[src/rtl/err_pos_gen.sv]
// Error-position generator: drives the PRNG command port and emits T distinct positions in [0, N).
// Latency: 1 (REQ) + PRNG_WAIT + max(1,k) (CHECK) cycles per candidate, plus the output handshake.
// Backpressure: pos_vld/pos_dat/pos_idx hold until pos_rdy; no PRNG command is issued while stalled.
module err_pos_gen #(
    parameter int N          = 2048,
    parameter int T          = 27,
    parameter int POS_W      = 11,
    parameter int PRNG_TYP_W = 2,
    parameter int PRNG_DAT_W = 32,
    parameter int PRNG_WAIT  = 8,
    parameter int SEED_WAIT  = 3
) (
    input  logic                   clk,
    input  logic                   rst,
    input  logic                   start,
    input  logic                   seed_vld,
    input  logic [PRNG_DAT_W-1:0]  seed,
    output logic                   busy,
    output logic                   done,
    output logic                   pos_vld,
    output logic [POS_W-1:0]       pos_dat,
    output logic [$clog2(T+1)-1:0] pos_idx,
    input  logic                   pos_rdy,
    output logic [PRNG_TYP_W-1:0]  prng_typ_sel,
    output logic                   prng_t_sel,
    output logic [PRNG_DAT_W-1:0]  prng_t_dat,
    input  logic [PRNG_DAT_W-1:0]  prng_r_dat
);
    localparam int IDX_W   = $clog2(T + 1);
    localparam int CNT_MAX = (PRNG_WAIT > SEED_WAIT) ? PRNG_WAIT : SEED_WAIT;
    localparam int CNT_W   = $clog2(CNT_MAX + 1);
    localparam int LIM_W   = POS_W + 1;

    // One extra bit on the limit so N == 2^POS_W still compares correctly.
    localparam logic [LIM_W-1:0]      N_LIM      = LIM_W'(N);
    localparam logic [IDX_W-1:0]      LAST_IDX   = IDX_W'(T - 1);
    localparam logic [CNT_W-1:0]      PRNG_LD    = CNT_W'(PRNG_WAIT - 1);
    localparam logic [CNT_W-1:0]      SEED_LD    = CNT_W'(SEED_WAIT - 1);
    localparam logic [PRNG_TYP_W-1:0] TYP_HALT   = PRNG_TYP_W'(0);
    localparam logic [PRNG_TYP_W-1:0] TYP_TRIG   = PRNG_TYP_W'(1);
    localparam logic [PRNG_TYP_W-1:0] TYP_SEED   = PRNG_TYP_W'(2);

    typedef enum logic [2:0] {
        S_IDLE,
        S_SEED_LD,
        S_SEED_WT,
        S_REQ,
        S_WAIT,
        S_CHECK,
        S_OUT,
        S_DONE
    } state_t;

    state_t           state;
    state_t           state_nxt;
    logic [IDX_W-1:0] k;           // positions accepted so far in this run
    logic [IDX_W-1:0] scan;        // store entry being compared in CHECK
    logic [CNT_W-1:0] cnt;         // shared wait counter for SEED_WT and WAIT
    logic [POS_W-1:0] cand;        // sampled candidate position
    logic             start_pend;  // start that arrived together with seed_vld

    // Store is sized to the index range so every index value selects a real entry.
    logic [POS_W-1:0] store [2**IDX_W];

    logic cand_oor;
    logic cand_hit;
    logic scan_last;

    // Only the random field is meaningful; the rest of the bus is folded away.
    logic unused_r_dat;
    assign unused_r_dat = ^prng_r_dat;

    assign cand_oor  = {1'b0, cand} >= N_LIM;
    assign cand_hit  = (k != '0) && (store[scan] == cand);
    assign scan_last = (k == '0) || (scan == k - 1'b1);

    // Next-state decode.
    always_comb begin
        state_nxt = state;
        case (state)
            S_IDLE: begin
                if (seed_vld) begin
                    state_nxt = S_SEED_LD;
                end else if (start || start_pend) begin
                    state_nxt = S_REQ;
                end
            end
            S_SEED_LD: state_nxt = S_SEED_WT;
            S_SEED_WT: begin
                if (cnt == '0) begin
                    state_nxt = S_IDLE;
                end
            end
            S_REQ:  state_nxt = S_WAIT;
            S_WAIT: begin
                if (cnt == '0) begin
                    state_nxt = S_CHECK;
                end
            end
            S_CHECK: begin
                // Range and duplicate rejects both just re-trigger the PRNG.
                if (cand_oor || cand_hit) begin
                    state_nxt = S_REQ;
                end else if (scan_last) begin
                    state_nxt = S_OUT;
                end
            end
            S_OUT: begin
                if (pos_rdy) begin
                    state_nxt = (k == LAST_IDX) ? S_DONE : S_REQ;
                end
            end
            S_DONE:  state_nxt = S_IDLE;
            default: state_nxt = S_IDLE;
        endcase
    end

    // State register and run bookkeeping (k, scan pointer, wait counter, candidate).
    always_ff @(posedge clk) begin
        if (rst) begin
            state      <= S_IDLE;
            k          <= '0;
            scan       <= '0;
            cnt        <= '0;
            cand       <= '0;
            start_pend <= 1'b0;
        end else begin
            state <= state_nxt;
            case (state)
                S_IDLE: begin
                    if (seed_vld && start) begin
                        start_pend <= 1'b1;
                    end else if (!seed_vld) begin
                        start_pend <= 1'b0;
                    end
                end
                S_SEED_LD: cnt <= SEED_LD;
                S_REQ:     cnt <= PRNG_LD;
                S_SEED_WT: begin
                    if (cnt != '0) begin
                        cnt <= cnt - 1'b1;
                    end
                end
                S_WAIT: begin
                    if (cnt != '0) begin
                        cnt <= cnt - 1'b1;
                    end else begin
                        cand <= prng_r_dat[14 -: POS_W];
                        scan <= '0;
                    end
                end
                S_CHECK: begin
                    if (state_nxt == S_CHECK) begin
                        scan <= scan + 1'b1;
                    end
                end
                S_OUT: begin
                    if (pos_rdy) begin
                        k <= k + 1'b1;
                    end
                end
                S_DONE:  k <= '0;
                default: ;
            endcase
        end
    end

    // Accepted positions are written at the handshake; contents need no reset.
    always_ff @(posedge clk) begin
        if (state == S_OUT && pos_rdy) begin
            store[k] <= cand;
        end
    end

    // Registered outputs are decoded from the next state so they line up with the state register.
    always_ff @(posedge clk) begin
        if (rst) begin
            busy         <= 1'b0;
            done         <= 1'b0;
            pos_vld      <= 1'b0;
            pos_dat      <= '0;
            pos_idx      <= '0;
            prng_typ_sel <= TYP_HALT;
            prng_t_sel   <= 1'b0;
            prng_t_dat   <= '0;
        end else begin
            busy       <= (state_nxt != S_IDLE);
            done       <= (state_nxt == S_DONE);
            pos_vld    <= (state_nxt == S_OUT);
            prng_t_sel <= (state_nxt == S_SEED_LD);
            prng_t_dat <= (state_nxt == S_SEED_LD) ? seed : '0;
            if (state_nxt == S_REQ) begin
                prng_typ_sel <= TYP_TRIG;
            end else if (state_nxt == S_SEED_LD) begin
                prng_typ_sel <= TYP_SEED;
            end else begin
                prng_typ_sel <= TYP_HALT;
            end
            if (state == S_CHECK && state_nxt == S_OUT) begin
                pos_dat <= cand;
                pos_idx <= k;
            end
        end
    end

endmodule

[config.mk]
export PLATFORM = sky130hd
export DESIGN_NAME = err_pos_gen
export DESIGN_NICKNAME = d
export VERILOG_FILES = /design/src/rtl/err_pos_gen.sv
export SDC_FILE = /design/constraint.sdc
export NUM_CORES = 1
export LEC_CHECK = 0
export CORE_AREA = 2 2 243 245
export CTS_BUF_LIST = sky130_fd_sc_hd__clkbuf_4
export DETAILED_ROUTE_END_ITERATION = 8
export DIE_AREA = 0 0 245 247
export GPL_TIMING_DRIVEN = 0
export HOLD_SLACK_MARGIN = 0.02
export PLACE_DENSITY = 0.49
export SETUP_SLACK_MARGIN = 0.1
export SYNTH_ARGS = -nofsm -noshare
export SYNTH_HDL_FRONTEND = slang
export SYNTH_SLANG_ARGS = --single-unit
[constraint.sdc]
create_clock -name clk -period 8.85 [get_ports clk]
set_input_delay 1.77 -clock clk [delete_from_list [all_inputs] [get_ports clk]]
set_output_delay 1.77 -clock clk [all_outputs]
set_load 0.005 [all_outputs]
==> results_dict.tcl, run 1 <==
set metrics [dict create \
    drc_errors 0 \
    core-area_sq_um 58200 \
    post_cts_buffers 0 \
    hold_depth 2 \
    r2r_cells 11 \
    setup_violations 0 \
    n_fill_cell 5628 \
    period_share_pct 51.5 \
    worstSkewPairLatency_ns 0.84 \
    cts_resized 0 \
    vdd_drop_max_mv 0.104 \
    hold_violations 0 \
    async_reset_ff_share_pct 0 \
    cp-end-kind "register" \
    wl_met2_mm 21.5 \
    rows 89 \
    cts_root_buf "clkbuf_4" \
    worst_hold_startpoint "pos_dat[7]" \
    crit_required_ns 9.60 \
    gp_congestion 0.795 \
    numCtsBuffers 113 \
    vias_per_cell 4.75 \
    path_clk_slew_ns 0.07 \
    max_freq_mhz 219 \
    cts_hold_buf 0 \
    finalSetupTns_ns 0 \
    rsz0062_at_grt "false" \
    fp.dieH_um 247 \
    seq_area_frac_synth_pct 71.8 \
    grt_max_degree 37 \
    wl_per_cell_um 21.9 \
    io_buffer_count 101 \
    synth_warnings 0 \
    clock_path_buffers 3 \
    syn_nets 1103 \
    p_leak_nw 6.65 \
    areaGrowthSynthToFinish_pct 20.9 \
    antenna_found_initial 1 \
    powerDensity_nw_per_um2 215 \
    synth.area.top_cells "edfxtp_1 62%, dfxtp_1 10%, mux4_2 8.1%" \
    wl_mm 46.2 \
    clock_sinks 440 \
    final_util_pct 35.6 \
    synth-edff-count 352 \
    final_nets 1327 \
    status "finished clean" \
    synthesis.area_sq_um 17200 \
    avgSynthCellArea_sq_um 16.7 \
    fin_cells 2105 \
    grtUsageTotal_pct 15.7 \
    worst_ep_arrival_time_ns 5.31 \
    hold_path_class "register to register" \
    io_pins 123 \
    synth_area_leader_cell "edfxtp_1" \
    netlist_instances 1026 \
    cap_violations 0 \
    grt_pass1_wl_mm 68.9 \
    hpwlAfterDp_mm 29.1 \
    top_layer "met4" \
    grt.overflow.total 0 \
    yosys.area.top_type_share_pct 61.6 \
    drtIter0Drc 729 \
    wl_met3_mm 3.01 \
    dr.pass1.iters 5 \
    yosys-top-cells-count "352 x edfxtp_1, 98 x mux2i_1, 88 x dfxtp_1" \
    initial_core_util_pct 29.5 \
    cts_tree "done" \
    path_class "register to register" \
    hold_slack_ns 0.458 \
    maxSlewViolCount 0 \
    ys.flop_type "edfxtp_1" \
    yosysMostFrequentCell "edfxtp_1" \
    period_minus_slack_ns 4.56 \
    cts_htree_levels 3 \
    drive_gt1_share_pct 24.1 \
    final.setup_skew_ns 0.0559 \
    die-area_sq_um 60500 \
    placed_area_sq_um 19300 \
    wl_met1_mm 20.3 \
    dpl.cell_count 1907 \
    worstMarginPinSlew_ns 1.32 \
    grt_pass1_vias 10500 \
    num_vias 10000 \
    cp_max_fo 10 \
    stdcell_area_sq_um 20800 \
    max_slew_margin_pct 11.4 \
    ys_seq_elements 440 \
    cp-start-kind "register" \
    antenna_violating_nets_post_route 0 \
    fp.dieW_um 245 \
    ys_types 55 \
]
-- registers in the layout, indices dropped and copies added, names as in the netlist, 2 cells and up, named ones only --
| name | cells |
|---|---|
| cand | 11 |
| cnt | 4 |
| k | 5 |
| pos_dat | 11 |
| pos_idx | 5 |
| prng_t_dat | 32 |
| prng_typ_sel | 2 |
| scan | 5 |
| state | 3 |
| store | 352 |
-- stage by stage --
step                      total power [mW]  setup WS [ns]
final                                 4.47           4.29
after detailed placement              2.73           3.44
after CTS                             4.52           4.26
after global routing                  4.67           4.07
after floorplan                       2.55           5.12
after global placement                2.73           3.31
-- critical path, stage by stage (launching register included) --
cell and delay, ns:
dfxtp_1 0.31, clkbuf_1 0.62, clkbuf_1 0.82, nand2b_1 0.41, a21oi_1 0.15, nor4_1 0.32, xnor2_1 0.19, nand4_1 0.42
nor4b_4 0.57, o2111a_2 0.31, buf_2 0.20, and2_1 0.14
-- power by group --
part | switching (mW) | internal, mW
combinational | 0.167 | 0.168
clock | 0.818 | 0.962
sequential | 0.0569 | 2.29
total | 1.04 | 3.42
-- path summary, 6_finish.rpt --
check | endpoint | slack [ns]
setup / recovery | prng_t_dat[27] | 4.29
setup reg to reg | prng_t_dat[27] | 4.29
hold / removal | pos_dat[7] | 0.46
hold reg to reg | pos_dat[7] | 0.46
-- cell families (layout without fill, tap and decap cells) --
group / after synthesis / in the layout / synth area share, %
multiplexers: 164 / 164 / 14.1
adder cells (fa/ha/maj): 8 / 8 / 0.583
AND/OR/NAND/NOR: 222 / 222 / 6.40
AO/OA/AOI/OAI: 112 / 112 / 4.16
XOR/XNOR: 20 / 20 / 1.02
flip-flops: 440 / 440 / 71.8
other: 0 / 1 / 0
buffers and inverters: 60 / 365 / 1.87
-- cell type report --
| cell class | count | area [sq um] | area share (%) |
|---|---|---|---|
| antenna | 1 | 2.50 | 0.0121 |
| clock buffer | 178 | 1340 | 6.44 |
| sequential | 440 | 12300 | 59.5 |
| inverter | 10 | 37.5 | 0.181 |
| multi-input combinational | 526 | 4550 | 21.9 |
| timing repair buffer | 109 | 1100 | 5.32 |
| clock inverter | 18 | 130 | 0.627 |
| buffer | 50 | 284 | 1.37 |
| tap | 773 | 967 | 4.66 |
-- per-layer routing --
metal	vias up	GRT usage, %
met1	5089	20.3
met4	0	5.02
met2	336	25.1
met3	84	4.66
li1	4498	-
met5	-	0
-- cells in the final DEF (no fill, tap or decap), types with 4 or more instances in the layout --
cell type | Yosys | routed
inv_1 | 9 | 9
xnor2_1 | 9 | 9
nand4_1 | 4 | 4
clkdlybuf4s50_1 | 0 | 101
nor2_1 | 59 | 43
mux4_2 | 62 | 62
a21oi_1 | 45 | 45
nand2_1 | 73 | 73
nand3_1 | 6 | 6
nor2b_1 | 9 | 9
buf_4 | 7 | 9
nor4_1 | 5 | 5
mux2i_1 | 98 | 98
dfxtp_1 | 88 | 81
nor2_2 | 0 | 16
nor3_1 | 8 | 8
clkbuf_4 | 0 | 178
dfxtp_2 | 0 | 7
ha_1 | 8 | 8
buf_2 | 13 | 13
or3_1 | 6 | 6
clkinv_1 | 0 | 11
xor2_1 | 11 | 11
buf_6 | 7 | 10
edfxtp_1 | 352 | 352
clkbuf_1 | 22 | 22
o21ai_0 | 12 | 12
and2_1 | 35 | 35
a22oi_1 | 36 | 36
inv_2 | 1 | 4
mux2_2 | 4 | 4
Power figures use the tool's default switching activity.
==> run 2, diff against run 1 <==
- PLACE_DENSITY: 0.49 -> 0.51
- clock period: 8.85 -> 4 ns (I/O delays scaled with it)
==> run 2 against run 1 <==
Effect of this change:
- clock skew is 0.0015 ns higher
- core utilization is 0.19 points higher
- fmax is 22% higher
- combinational power is 120% higher
- critical path depth is 2 higher
- largest cell class unchanged
==> results_dict.tcl, run 2 (synthesis results as in run 1) <==
set metrics [dict create \
    status "finished clean" \
    drtIter0Drc 818 \
    cts_tree "done" \
    core-area_sq_um 58200 \
    wl_mm 45.6 \
    clock_path_buffers 3 \
    grt.overflow.total 0 \
    fp.dieH_um 247 \
    cp-start-kind "register" \
    p_int_mw 7.41 \
    hpwlAfterDp_mm 28.9 \
    p_clk_share_pct 38.7 \
    powerDensity_nw_per_um2 465 \
    drc_errors 0 \
    grt_pass1_wl_mm 68.5 \
    final_common_cell "edfxtp_1" \
    switchingPower_mw 2.29 \
    crit_slowest_cell "mux4_2" \
    path_clk_slew_ns 0.06 \
    crit_required_ns 4.72 \
    placed_area_sq_um 19200 \
    p_leak_nw 6.65 \
    vias_per_cell 4.71 \
    cp-end-kind "register" \
    path_class "register to register" \
    final_nets 1328 \
    final.setup_skew_ns 0.0575 \
    worst_ep_arrival_time_ns 4.47 \
    cts_root_buf "clkbuf_4" \
    stdcell_area_sq_um 20900 \
    numCtsBuffers 110 \
    grtUsageTotal_pct 15.5 \
    max_freq_mhz 267 \
    clock_sinks 440 \
    gp_congestion 0.797 \
    n_fill_cell 5579 \
    io_pins 123 \
    cts_htree_levels 3 \
    period_share_pct 93.6 \
    regArea_sq_um 12300 \
    cp_max_fo 10 \
    hold_path_class "register to register" \
    antenna_violating_nets_post_route 0 \
    share_comb_of_total_power_pct 7.7 \
    worstSkewPairLatency_ns 0.83 \
    num_vias 9933 \
    rsz0062_at_grt "false" \
    dr.pass1.iters 5 \
    grt_pass1_vias 10600 \
    setup_violations 0 \
    maxSlewViolCount 0 \
    path_cells "buf_2 > buf_8 > buf_8 > mux4_2 > mux2_2 > o22ai_2 > nor3_1 > and4bb_1 > nand2_1 > nor4b_4 > o2111a_2 > buf_2 > and2_1" \
    p_sw_share_pct 23.6 \
    rows 89 \
    wl_per_cell_um 21.7 \
    grt_max_degree 37 \
    fp.dieW_um 245 \
    cp_num_buf_inv 4 \
    crit_family "simple AND/OR/NAND/NOR gates" \
    vdd_drop_max_mv 0.241 \
    seq_power_share_pct 53.6 \
    reg.largest.list "store (352), prng_t_dat (32)" \
    max_stage_delay_ns 0.53 \
    drive_gt1_share_pct 25.5 \
    die-area_sq_um 60500 \
    r2r_setup_slack_ns 0.26 \
    worstMarginPinSlew_ns 1.35 \
    initial_core_util_pct 29.5 \
    largest_reg_flops 352 \
    regMostFlops "store" \
    hold_violations 0 \
    cap_violations 0 \
    antenna_found_initial 4 \
    max_slew_margin_pct 9.95 \
    multi_input_area_sq_um 4630 \
    finalSetupTns_ns 0 \
    io_buffer_count 101 \
    layout_common_cells "352 x edfxtp_1, 171 x clkbuf_4, 101 x clkdlybuf4s50_1" \
    period_minus_slack_ns 3.74 \
    areaGrowthSynthToFinish_pct 21.6 \
]
[run 2: cell count changes in the layout (fill, tap and decap cells not counted), moves of 6 or more]
cell      before  now
buf_2         13    4
nor2_1        43   34
nor2_2        16   25
clkbuf_4     178  171
clkinv_1      11   18
buf_4          9   15
[run 2: area by class of cell]
type | count | share of cell area [%]
flip-flops and latches | 440 | 59.2
well taps | 773 | 4.64
plain buffers | 50 | 1.78
repair buffers | 113 | 5.37
multi-input cells | 526 | 22.2
clock inverters | 23 | 0.582
inverters | 10 | 0.180
diodes | 4 | 0.0480
clock buffers | 168 | 6.04
[run 2: path summary, 6_finish.rpt]
path / from / endpoint / depth (start not counted)
min reg2reg: pos_dat[2] / pos_dat[2] / 2
max reg2reg: register / prng_t_dat[8] / 13
max: register / prng_t_dat[8] / 13
min: pos_dat[2] / pos_dat[2] / 2
[run 2: layer usage]
layer	part of all wire [%]	vias to the layer above	wire length, um	global-route usage (%)
li1	-	4491	-	-
met1	44	5023	20100	20.1
met2	47	347	21500	24.7
met3	6.5	72	2980	4.49
met4	2.3	0	1030	5.67
met5	0	-	0	0
[run 2: what timing repair did]
action,4_1_cts,5_1_grt
hold buffers,0,0
setup endpoints to repair,77,261
setup buffers,4,1
pin swaps,3,2
gates resized for setup,18,35
gates cloned,0,0
[run 2: power groups by stage]
stage	Sequential [mW]	Clock, mW	Combinational (mW)
3_5_place_dp	5.30	0	0.733
6_report	5.20	3.75	0.747
3_3_place_gp	5.29	0	0.736
4_1_cts	5.21	3.85	0.742
5_1_grt	5.22	4.11	0.841
2_1_floorplan	5.26	0	0.375
[run 2: worst register-to-register path, cell delays in order, from the launching register on]
cell      delay (ns)
dfxtp_1         0.30
buf_2           0.22
buf_8           0.22
buf_8           0.23
mux4_2          0.54
mux2_2          0.30
o22ai_2         0.26
nor3_1          0.08
and4bb_1        0.39
nand2_1         0.11
nor4b_4         0.37
o2111a_2        0.30
buf_2           0.19
and2_1          0.14
[run 2: per-stage QoR]
stage	hold slack (ns)	utilization, %	setup slack, ns	instances	power [mW]
3_5_place_dp	0.451	33.0	-0.540	1905	6.04
6_report	0.461	35.8	0.256	2107	9.70
4_1_cts	0.458	35.5	0.0935	2100	9.80
2_1_floorplan	0.451	-	0.834	1026	5.64
5_1_grt	0.469	35.8	0.0258	2107	10.2
3_3_place_gp	0.444	32.9	-0.534	1900	6.03
